--- src/rtl/rn_window_pkg.sv ---
// Shared types and width helpers for the radius-N window controller.
package rn_window_pkg;

  typedef enum logic [2:0] {
    S_IDLE,
    S_PRIME,
    S_ROW_START,
    S_SUM,
    S_CUM,
    S_FINISH
  } state_e;

  function automatic int win_w(input int r);
    return 2 * r + 1;
  endfunction

  function automatic int cnt_w(input int n);
    return (n > 1) ? $clog2(n) : 1;
  endfunction

endpackage

--- src/rtl/rn_pos_counter.sv ---
// Column/row position counter; column wraps at COLS-1 and bumps the row.
module rn_pos_counter #(
  parameter int COLS = 15,
  parameter int CW   = 4,
  parameter int RW   = 5
) (
  input  logic          clk,
  input  logic          rst,
  input  logic          i_clr,
  input  logic          i_col_clr,
  input  logic          i_inc,
  output logic [CW-1:0] o_col,
  output logic [RW-1:0] o_row,
  output logic          o_col_last,
  output logic          o_row_inc
);

  localparam logic [CW-1:0] LastCol = CW'(COLS - 1);

  logic [CW-1:0] r_col;
  logic [RW-1:0] r_row;

  assign o_col      = r_col;
  assign o_row      = r_row;
  assign o_col_last = (r_col == LastCol);
  assign o_row_inc  = i_inc & o_col_last;

  always_ff @(posedge clk) begin
    if (rst || i_clr) begin
      r_col <= '0;
      r_row <= '0;
    end else begin
      if (i_col_clr)
        r_col <= '0;
      else if (i_inc)
        r_col <= o_col_last ? '0 : r_col + 1'b1;
      if (o_row_inc)
        r_row <= r_row + 1'b1;
    end
  end

endmodule

--- src/rtl/rn_window_ctrl.sv ---
// Frame-level enable sequencer for the radius-N sliding-window stages.
module rn_window_ctrl
  import rn_window_pkg::*;
#(
  parameter int RADIUS   = 6,
  parameter int COLS     = 15,
  parameter int ROWS     = 15,
  parameter int FLUSH_EN = 0
) (
  input  logic                            clk,
  input  logic                            rst,
  input  logic                            start_i,
  input  logic                            valid_i,
  output logic                            ready_o,
  output logic                            ld_en,
  output logic                            sum_en,
  output logic                            cum_en,
  output logic                            count_en,
  output logic                            flush_o,
  output logic                            done_o,
  output logic                            progress_done,
  output logic [$clog2(COLS)-1:0]         col_o,
  output logic [$clog2(ROWS+RADIUS)-1:0]  row_o
);

  localparam int CW      = cnt_w(COLS);
  localparam int RW      = cnt_w(ROWS + RADIUS);
  localparam int W       = win_w(RADIUS);
  localparam int LastRow = (FLUSH_EN != 0) ? ROWS + RADIUS - 1 : ROWS - 1;

  state_e r_state, w_next;
  logic   r_flush, w_flush_nxt;

  logic          w_stream, w_beat, w_clr;
  logic          w_col_last, w_row_inc;
  logic [CW-1:0] w_col;
  logic [RW-1:0] w_row;
  logic          w_row_last, w_prime_end;
  logic          w_sum_end, w_flush_row;

  assign w_stream = (r_state == S_PRIME) ||
                    (r_state == S_SUM) ||
                    (r_state == S_CUM);
  // Border beats are self-timed: upstream data is not consumed.
  assign w_beat   = w_stream & (r_flush | valid_i);
  assign w_clr    = ((r_state == S_IDLE) & start_i) ||
                    (r_state == S_FINISH);

  rn_pos_counter #(
    .COLS (COLS),
    .CW   (CW),
    .RW   (RW)
  ) u_pos (
    .clk        (clk),
    .rst        (rst),
    .i_clr      (w_clr),
    .i_col_clr  (r_state == S_ROW_START),
    .i_inc      (w_beat),
    .o_col      (w_col),
    .o_row      (w_row),
    .o_col_last (w_col_last),
    .o_row_inc  (w_row_inc)
  );

  assign w_row_last  = (w_row == RW'(LastRow));
  assign w_prime_end = (w_row == RW'(2 * RADIUS - 1));
  assign w_sum_end   = (w_col == CW'(W - 2));
  assign w_flush_row = (FLUSH_EN != 0) &&
                       (w_row == RW'(ROWS - 1));

  assign ready_o       = w_stream & ~r_flush;
  assign ld_en         = (r_state == S_ROW_START);
  assign progress_done = (r_state == S_FINISH);
  assign sum_en        = w_beat & (r_state == S_SUM);
  assign cum_en        = w_beat & (r_state == S_CUM);
  assign done_o        = cum_en;
  assign count_en      = w_beat;
  assign flush_o       = w_beat & r_flush;
  assign col_o         = w_col;
  assign row_o         = w_row;

  always_comb begin
    w_next      = r_state;
    w_flush_nxt = r_flush;
    unique case (r_state)
      S_IDLE: begin
        if (start_i) begin
          w_next      = S_PRIME;
          w_flush_nxt = 1'b0;
        end
      end
      S_PRIME: begin
        if (w_row_inc && w_prime_end)
          w_next = S_ROW_START;
      end
      S_ROW_START: w_next = S_SUM;
      S_SUM: begin
        if (w_beat && w_sum_end)
          w_next = S_CUM;
      end
      S_CUM: begin
        if (w_row_inc) begin
          if (w_row_last) begin
            w_next = S_FINISH;
          end else begin
            w_next = S_ROW_START;
            if (w_flush_row)
              w_flush_nxt = 1'b1;
          end
        end
      end
      S_FINISH: begin
        w_next      = S_IDLE;
        w_flush_nxt = 1'b0;
      end
      default: w_next = S_IDLE;
    endcase
  end

  always_ff @(posedge clk) begin
    if (rst) begin
      r_state <= S_IDLE;
      r_flush <= 1'b0;
    end else begin
      r_state <= w_next;
      r_flush <= w_flush_nxt;
    end
  end

endmodule

--- config.mk ---
export PLATFORM = sky130hd
export DESIGN_NAME = rn_window_ctrl
export DESIGN_NICKNAME = d
export VERILOG_FILES = /design/src/rtl/rn_window_pkg.sv /design/src/rtl/rn_pos_counter.sv /design/src/rtl/rn_window_ctrl.sv
export SDC_FILE = /design/constraint.sdc
export NUM_CORES = 1
export LEC_CHECK = 0
export BUFFER_PORTS_ARGS = -buffer_cell sky130_fd_sc_hd__buf_2
export CORE_AREA = 2 2 52 54
export DETAILED_ROUTE_END_ITERATION = 12
export DIE_AREA = 0 0 54 56
export GPL_TIMING_DRIVEN = 0
export SLEW_MARGIN = 20
export SYNTH_ARGS = -nofsm -noshare
export SYNTH_HDL_FRONTEND = slang
export SYNTH_SLANG_ARGS = --single-unit
--- constraint.sdc ---
create_clock -name clk -period 4.7 [get_ports clk]
set_clock_uncertainty 0.05 [all_clocks]
set_input_delay 0.235 -clock clk [delete_from_list [all_inputs] [get_ports clk]]
set_output_delay 0.235 -clock clk [all_outputs]
set_load 0.005 [all_outputs]
==> results by group <==
Finish
  • Non-filler instance count after layout: 145
  • Share of cells above drive strength 1: 0.357
  • Most frequent cells in the layout: 18 x buf_2, 12 x dfxtp_1, 9 x a21oi_1
  • Layout Nets: 123
  • Post-layout util: 0.406
  • Commonest non-fill, non-tap cell in the layout: buf_2
  • Antenna diodes: 0
  • Area Growth Syn to Fin: 17.9%

Critical path
  • Worst setup SP type: flop
  • R2R Path End: u_pos.o_row[1]
  • Reg2reg path depth: 5
  • Critical Path RT: 4.41 ns
  • R2r setup slk: 3.10 ns
  • RR Startpoint: r_state[0]
  • Crit Path Category: flop to primary output
  • Max FO, Critical Path: 10
  • Worst EP arrival: 1.50 ns
  • CP Capture Type: primary output

Clocking
  • CTS buffer count: 3
  • Clk sinks: 12
  • Clock Tree Root: clkbuf_4
  • Cts hold-fix bufs: 0
  • Clock Path Buffers: 2
  • # H-tree levels: 1
  • Post-CTS setup buffers: 0
  • CTS resizes: 0
  • Worst-path clk slew: 0.08 ns
  • Worst-Skew Late Latency: 0.27 ns
  • TritonCTS clock tree: yes

Detailed routing
  • Post-DRT Antenna Nets: 0
  • Via count: 738
  • Drt via density: 5.09
  • # DRC: 0
  • DR WL/cell: 12.3 µm
  • Total Wirelength: 1780 µm
  • Drt first pass iters: 4
  • DR iter-0 viols: 22

Timing
  • Final period utilization: 0.381
  • Fin Hold WS: 0.128 ns
  • RSZ-0062 raised after global routing: false
  • Slew Limit Fails: 0
  • Final hold vios: 0
  • F_max: 559 MHz
  • Setup_tns: 0 ns
  • Setup violations, final: 0
  • Crit path time final: 1.79 ns

Min path
  • HP Start: rst
  • Hold Path Sink: r_state[2]
  • Hold depth: 2
  • Worst hold path class: input pin to flop

Synthesis
  • Yosys top cell by area: dfxtp_1
  • Post-Syn Instances: 94
  • Netlist cell types: 44
  • Seq/Total Area, Yosys: 0.287
  • Primary FF master, synth: dfxtp_1
  • Number of synthesized flops with an enable pin: 0
  • Synthesized flop and latch total: 12
  • Top post-synthesis cells by area: dfxtp_1 29%, a21oi_1 5.4%, buf_6 4.0%
  • Netlist area before placement: 838 µm²
  • Average size of a mapped cell: 8.92 µm²
  • Post-Syn Nets: 100
  • Ys async rst share: 0
  • Syn. warnings: 0
  • Synth top area share: 0.287

Global routing
  • Total Routing Usage GR: 0.134
  • Global-route wire length before repair: 3110 µm
  • Initial antenna violation count: 0
  • Largest net degree at the start of global routing: 11
  • Total gr overflow: 0
  • Vias in the first global route: 694

Floorplan
  • Die height: 56 µm
  • Std cell rows: 18
  • Die X: 54 µm
  • Die area: 3020 µm²
  • Core area: 2430 µm²
  • Num ports: 21
  • Initial Util: 0.345

Power and ir drop
  • Peak VDD IR: 0.0000937 V
  • Leak: 0.417 nW
  • Power per cell area: 193 nW/µm²

Place
  • GPL Wtd Cong: 0.797
  • Detailed Place HPWL: 1300 µm
  • Buffers on Ports: 18
  • Placed cells: 142

Job
  • Max-cap check violation count: 0

Status
  • Status: complete, no violations
-- critical path: stages, from the launching register on --
cell	delay (ns)
dfxtp_1	0.33
buf_6	0.12
nor3b_4	0.33
o21ai_4	0.15
inv_2	0.17
buf_2	0.14
-- sequential cells by signal, indices dropped and copies added (netlist names) --
register	flops
u_pos.o_row	5
r_state	3
u_pos.o_col	4
-- final cells by class --
class | instances | area (µm²)
Multi-Input combinational cell | 71 | 495
Inverter | 3 | 11.3
Clock buffer | 3 | 22.5
Buffer | 8 | 91.3
Fill cell | 258 | 1440
Tap cell | 30 | 37.5
Sequential cell | 12 | 240
Timing Repair Buffer | 18 | 90.1
-- synth_stat cells, types with 2 or more instances --
master	number
or3_1	3
nor2_1	4
nand3_1	6
nand2_1	4
and2_1	2
nand4_1	2
ha_1	2
or2_2	2
a21oi_1	9
buf_6	3
nand4b_1	2
buf_4	4
inv_1	2
nor2b_1	2
dfxtp_1	12
o21ai_0	5
and3_1	3
-- through the flow --
step / total power [W] / worst slack [ns] / area (µm²)
global route: 0.000202 / 2.78 / 988
floorplan: 0.000124 / 3.23 / 838
CTS: 0.000194 / 2.88 / 988
finish: 0.000191 / 2.91 / 988
global placement: 0.000129 / 3.12 / 966
detailed placement: 0.000130 / 3.12 / 966
-- metal layers --
layer / vias to the layer above / share of wire / global-route usage
li1: 386 / - / -
met1: 331 / 0.48 / 0.198
met2: 19 / 0.46 / 0.181
met3: 2 / 0.048 / 0.0430
met4: 0 / 0.0073 / 0.0393
met5: - / 0 / 0
-- cells by family after synthesis --
family                   synth area share
other                             0.00447
XOR/XNOR                           0.0209
AO/OA/AOI/OAI                       0.230
AND/OR/NAND/NOR                     0.306
buffers and inverters               0.122
adder cells (fa/ha/maj)            0.0298
flip-flops                          0.287
-- how the worst max path moves through the flow --
stage,cells past startpoint,endpoint,slack (ns),from
2_1_floorplan,5,u_pos.o_row[1],3.23,r_state[0]
3_3_place_gp,5,u_pos.o_row[1],3.12,r_state[0]
3_5_place_dp,5,u_pos.o_row[1],3.12,r_state[0]
4_1_cts,5,count_en,2.88,r_state[2]
5_1_grt,5,count_en,2.78,r_state[2]
6_report,5,count_en,2.91,r_state[2]
-- where the power goes --
| part | switching (W) | internal, W | leakage (nW) |
|---|---|---|---|
| clock network | 0.0000337 | 0.0000296 | 0.0138 |
| logic | 0.0000126 | 0.0000111 | 0.306 |
| registers | 0.000000972 | 0.000103 | 0.0970 |
| total | 0.0000472 | 0.000143 | 0.417 |
(Power assumes the default switching activity.)
